==> src/rtl/forward_ctrl.sv <==
// Forwarding and load-use hazard control for a 5-stage pipeline.
// Tracks EX/MEM producers and emits registered EX operand-mux selects.
module forward_ctrl #(
    parameter int REG_ADDR_W = 5
) (
    input  logic                  clk,
    input  logic                  rst_n,
    input  logic                  id_valid,
    input  logic [REG_ADDR_W-1:0] id_rs,
    input  logic [REG_ADDR_W-1:0] id_rt,
    input  logic [REG_ADDR_W-1:0] id_rd,
    input  logic                  id_regwrite,
    input  logic                  id_memread,
    input  logic                  flush,
    output logic [1:0]            fwd_a_sel,
    output logic [1:0]            fwd_b_sel,
    output logic                  stall,
    output logic                  ex_bubble
);

    typedef logic [REG_ADDR_W-1:0] addr_t;

    typedef struct packed {
        logic  valid;
        addr_t rd;
        logic  regwrite;
        logic  memread;
    } ex_trk_t;

    typedef struct packed {
        logic  valid;
        addr_t rd;
        logic  regwrite;
    } mem_trk_t;

    localparam logic [1:0] SEL_RF  = 2'b00;
    localparam logic [1:0] SEL_MEM = 2'b01;
    localparam logic [1:0] SEL_WB  = 2'b10;

    ex_trk_t  ex_q;
    ex_trk_t  ex_d;
    mem_trk_t mem_q;
    logic     advance;
    logic     rs_hit;
    logic     rt_hit;
    logic [1:0] a_d;
    logic [1:0] b_d;

    // Newest producer wins; r0 is hard-wired and never forwarded.
    function automatic logic [1:0] pick(
        input addr_t    src,
        input ex_trk_t  ex,
        input mem_trk_t mem
    );
        logic [1:0] sel;
        sel = SEL_RF;
        if (src != '0) begin
            if (ex.valid && ex.regwrite && ex.rd == src)
                sel = SEL_MEM;
            else if (mem.valid && mem.regwrite && mem.rd == src)
                sel = SEL_WB;
        end
        return sel;
    endfunction

    always_comb begin
        rs_hit  = (ex_q.rd == id_rs);
        rt_hit  = (ex_q.rd == id_rt);
        stall   = id_valid && !flush && ex_q.valid && ex_q.memread
                  && (ex_q.rd != '0) && (rs_hit || rt_hit);
        advance = id_valid && !stall && !flush;
    end

    always_comb begin
        ex_d = '0;
        a_d  = pick(id_rs, ex_q, mem_q);
        b_d  = pick(id_rt, ex_q, mem_q);
        if (advance) begin
            ex_d.valid    = 1'b1;
            ex_d.rd       = id_rd;
            ex_d.regwrite = id_regwrite;
            ex_d.memread  = id_memread;
        end
    end

    always_ff @(posedge clk or negedge rst_n) begin
        if (!rst_n) begin
            ex_q      <= '0;
            mem_q     <= '0;
            fwd_a_sel <= SEL_RF;
            fwd_b_sel <= SEL_RF;
        end else begin
            mem_q.valid    <= ex_q.valid;
            mem_q.rd       <= ex_q.rd;
            mem_q.regwrite <= ex_q.regwrite;
            ex_q           <= ex_d;
            fwd_a_sel      <= advance ? a_d : SEL_RF;
            fwd_b_sel      <= advance ? b_d : SEL_RF;
        end
    end

    assign ex_bubble = !ex_q.valid;

endmodule

==> config.mk <==
export PLATFORM = sky130hd
export DESIGN_NAME = forward_ctrl
export DESIGN_NICKNAME = d
export VERILOG_FILES = /design/src/rtl/forward_ctrl.sv
export SDC_FILE = /design/constraint.sdc
export NUM_CORES = 1
export LEC_CHECK = 0
export ABC_AREA = 0
export ABC_CLOCK_PERIOD_IN_PS = 4200
export BUFFER_PORTS_ARGS = -buffer_cell sky130_fd_sc_hd__buf_2
export CORE_MARGIN = 2
export CORE_UTILIZATION = 50
export CTS_CLUSTER_SIZE = 8
export DETAILED_ROUTE_END_ITERATION = 16
export PLACE_DENSITY_LB_ADDON = 0.05
export RECOVER_POWER = 50
export SLEW_MARGIN = 20
export SYNTH_ARGS = -nofsm -noshare
export SYNTH_HDL_FRONTEND = slang
export SYNTH_SLANG_ARGS = --single-unit
==> constraint.sdc <==
create_clock -name clk -period 4.2 [get_ports clk]
set_clock_uncertainty 0.05 [all_clocks]
set_input_delay 0.84 -clock clk [delete_from_list [all_inputs] [get_ports clk]]
set_output_delay 0.84 -clock clk [all_outputs]
set_load 0.02 [all_outputs]
==> results_tabular.tex <==
\begin{tabular}{lr}
\hline
Metric & Value \\
\hline
\multicolumn{2}{l}{\textbf{Power}} \\
Int Power & approximately 0.25 mW \\
Switching part of the total & 0.241 \\
Total power consumption of the routed design & 0.324 mW \\
Reported net switching power & 0.0783 mW \\
Fraction of power consumed by the clock network & 0.270 \\
Pwr/cell area & 300 nW/um\^{}2 \\
Leak Pwr & between 0.5 and 0.6 nW \\
Power share of the combinational group & 0.131 \\
Maximum ir drop on the vdd rail & between 0.2 and 0.25 mV \\
Register share of total power & 0.600 \\
\multicolumn{2}{l}{\textbf{Critical path}} \\
Arrival time worst endpoint & 2.39 ns \\
Highest cell delay on the worst timing path & between 0.5 and 0.6 ns \\
Stages on the worst setup path & 7 \\
Most used cell, CP & sky130\_fd\_sc\_hd\_\_buf\_2 \\
Type of element launching the critical path & input pin \\
Cell chain of the critical path & buf\_2 -> xor2\_1 -> nor3\_1 -> nand3\_1 -> a21oi\_1 -> and2\_1 -> buf\_2 \\
Worst r2r dst & fwd\_b\_sel[1] \\
R2R depth & 4 \\
Library cell contributing the largest single delay on the critical path & sky130\_fd\_sc\_hd\_\_a21oi\_1 \\
Required time at the endpoint of the critical path & roughly 3.3 ns \\
Top Family by Delay on Critical Path & simple AND/OR/NAND/NOR gates \\
Setup Crit Path Kind & input pin to primary output \\
Critical R2R Launch & ex\_q[3] \\
Worst setup path startpoint & id\_rt[3] \\
Largest driver fanout on the critical path & 9 \\
Critical path buffer and inverter count & 2 \\
Endpoint type of the worst setup path & primary output \\
End of the critical path & stall \\
Internal reg-to-reg setup slack & 2.32 ns \\
\multicolumn{2}{l}{\textbf{Timing}} \\
Worst relative slew slack & 0.340 \\
Total setup violations reported at the end of the flow & 0 \\
Fin worst setup slack & 0.922 ns \\
Setup repair after global routing missed its margin & false \\
Setup tns final & 0 ns \\
Part of the cycle the worst path needs & 0.780 \\
Fin. max-slew vios & 0 \\
Maximum clock rate & $\sim$0.31 GHz \\
Final hold slack & around 0.36 ns \\
Measured slew at the worst slew-check pin & 0.989 ns \\
Number of endpoints with negative hold slack in the final report & 0 \\
Min Clock Period, post-route & roughly 3.3 ns \\
\multicolumn{2}{l}{\textbf{Global route}} \\
Via count of the first global-routing pass & between 600 and 700 \\
Global-route usage over all layers & 0.188 \\
Maximum number of pins on one net before global-route repair & 20 \\
Overflow left after global routing & 0 \\
Antenna violations before repair & 0 \\
Wire length of the first global-routing pass & between 2000 and 3000 um \\
\multicolumn{2}{l}{\textbf{Clock tree}} \\
Count of cells resized by post-cts repair & 0 \\
Clock buffer count from CTS & 3 \\
Clk buf depth & 2 \\
CTS tree & yes \\
Sinks on Clock Net & 19 \\
Clk\_lat worst skew & $\sim$0.28 ns \\
Number of buffers inserted by post-CTS setup repair & 0 \\
Root Buffer Master & sky130\_fd\_sc\_hd\_\_clkbuf\_4 \\
Count of hold buffers inserted by post-cts repair & 0 \\
Clock transition at the registers of the reported paths & 0.10 ns \\
Clock H-tree levels & 1 \\
\multicolumn{2}{l}{\textbf{Hold path}} \\
Worst Hold Class & flop to flop \\
\multicolumn{2}{l}{\textbf{Route}} \\
Via total after detailed routing & roughly 690 \\
Final ANT Viol Nets & 0 \\
DRC viols & 0 \\
Iter 0 DRT Violations & 4 \\
Total detailed-routing wirelength & about 1700 um \\
Detailed-routing iteration count for the pre-antenna-repair pass & 4 \\
Detailed-route wire length per cell & 12.3 um \\
Vias per std cell & approximately 5 \\
\multicolumn{2}{l}{\textbf{Place}} \\
DP Worst Slack & slightly above 0.9 ns \\
Port Buffers & 26 \\
Post-detailed-placement half-perimeter wirelength & approximately 1400 um \\
Gp weighted congestion & between 0.7 and 0.8 \\
\multicolumn{2}{l}{\textbf{Floorplanning}} \\
Overall die area & about 2100 sq um \\
Width of the chip & 46.2 um \\
Initial standard-cell utilization of the core & 0.521 \\
Boundary Pins & 27 \\
Placeable core region & around 1700 sq um \\
Placement Rows & 15 \\
Vertical die dimension & about 46 um \\
\multicolumn{2}{l}{\textbf{Finish}} \\
Ratio of cells with drive above 1 in the final layout & 0.283 \\
Nets@finish & 135 \\
Count of inserted antenna diode cells & 0 \\
Area added between synthesis and finish & 21.4\% \\
\multicolumn{2}{l}{\textbf{Synthesis}} \\
Syn nets & 104 \\
Cell Area, Synth & 890 sq um \\
Synthesized netlist cell count & 83 \\
Synthesized area divided by synthesized cell count & 10.7 sq um \\
Count of warnings emitted by yosys & 0 \\
Share of the yosys chip area belonging to registers & 0.534 \\
Number of distinct library cells after synthesis & 18 \\
\#FFs+latches synth & 19 \\
\multicolumn{2}{l}{\textbf{Outcome}} \\
Outcome & completed \\
\multicolumn{2}{l}{\textbf{Run}} \\
Maximum Capacitance Violations & 0 \\
\hline
\end{tabular}
cell usage in the layout (no fill, tap or decap), drive strengths merged:
master	count
o211ai	1
nand3	2
nand4	5
nor3	4
xor2	6
a2111oi	2
or4	3
nand2	10
inv	1
nor2	9
xnor2	14
nor2b	2
dfrtp	19
o21ai	2
clkbuf	5
a21oi	1
and2	1
buf	26
layout make-up:
cell class | instances | area (sq um)
Tap cell | 25 | 31.3
Timing Repair Buffer | 27 | 136
Fill cell | 155 | 628
Inverter | 1 | 3.75
Multi-Input combinational cell | 62 | 407
Clock buffer | 4 | 26.3
Sequential cell | 19 | 475
routing by layer:
layer,share of wire,vias to the layer above,GRT usage
met5,0,-,0
met1,0.45,318,0.231
met3,0.041,2,0.0235
met2,0.50,21,0.333
met4,0.0071,0,0.0686
li1,-,346,-
synth_stat cells:
| library cell | number | area share |
|---|---|---|
| sky130_fd_sc_hd__dfrtp_1 | 19 | 0.53 |
| sky130_fd_sc_hd__nand2_1 | 10 | 0.042 |
| sky130_fd_sc_hd__o21ai_0 | 1 | 0.0056 |
| sky130_fd_sc_hd__nor3_1 | 4 | 0.023 |
| sky130_fd_sc_hd__xor2_1 | 6 | 0.059 |
| sky130_fd_sc_hd__nand3_1 | 2 | 0.011 |
| sky130_fd_sc_hd__a21oi_1 | 1 | 0.0056 |
| sky130_fd_sc_hd__nand4_1 | 5 | 0.035 |
| sky130_fd_sc_hd__clkbuf_1 | 1 | 0.0042 |
| sky130_fd_sc_hd__a2111oi_2 | 2 | 0.034 |
| sky130_fd_sc_hd__nor2_1 | 9 | 0.038 |
| sky130_fd_sc_hd__xnor2_1 | 14 | 0.14 |
| sky130_fd_sc_hd__o21ai_1 | 1 | 0.0056 |
| sky130_fd_sc_hd__nor2b_1 | 2 | 0.014 |
| sky130_fd_sc_hd__or4_1 | 3 | 0.025 |
| sky130_fd_sc_hd__o211ai_2 | 1 | 0.014 |
| sky130_fd_sc_hd__and2_1 | 1 | 0.0070 |
| sky130_fd_sc_hd__inv_1 | 1 | 0.0042 |
through the flow:
stage          instance area (sq um)   util  std cells
6_report                        1080  0.632        138
5_1_grt                         1080  0.632        138
4_1_cts                         1080  0.633        138
3_5_place_dp                    1050  0.618        134
3_3_place_gp                    1050  0.618        134
2_1_floorplan                    890      -         83
kinds of logic (layout without fill, tap and decap cells):
logic type             count (synthesis)  in the layout  share of synthesized area
buffers and inverters                  2             32                    0.00843
XOR/XNOR                              20             20                      0.197
AO/OA/AOI/OAI                          6              6                     0.0647
AND/OR/NAND/NOR                       36             36                      0.196
flip-flops                            19             19                      0.534
worst register-to-register path, cell delays in order, from the launching register on:
cell and delay, ns:
sky130_fd_sc_hd__dfrtp_1 0.44, sky130_fd_sc_hd__or4_1 0.56, sky130_fd_sc_hd__o211ai_2 0.24, sky130_fd_sc_hd__o21ai_1 0.13
sky130_fd_sc_hd__a2111oi_2 0.37
how the worst min path moves through the flow:
stage / end / start / depth (start not counted)
detailed placement: mem_q[0] / ex_q[1] / 0
finish: mem_q[0] / ex_q[1] / 0
floorplan: mem_q[0] / ex_q[1] / 0
global route: mem_q[0] / ex_q[1] / 0
CTS: mem_q[0] / ex_q[1] / 0
global placement: mem_q[0] / ex_q[1] / 0
registers in the layout, summed over array words and instances, names as in the netlist:
register,flops
ex_q,8
fwd_a_sel,2
fwd_b_sel,2
mem_q,7
power groups by stage:
stage,logic [mW],registers [mW],clock network (mW)
after floorplan,0.0223,0.197,0
after global placement,0.0422,0.198,0
after detailed placement,0.0431,0.198,0
after CTS,0.0433,0.195,0.0902
after global routing,0.0479,0.195,0.0999
final,0.0424,0.195,0.0875
No activity file was read; power rests on OpenSTA's default activity.
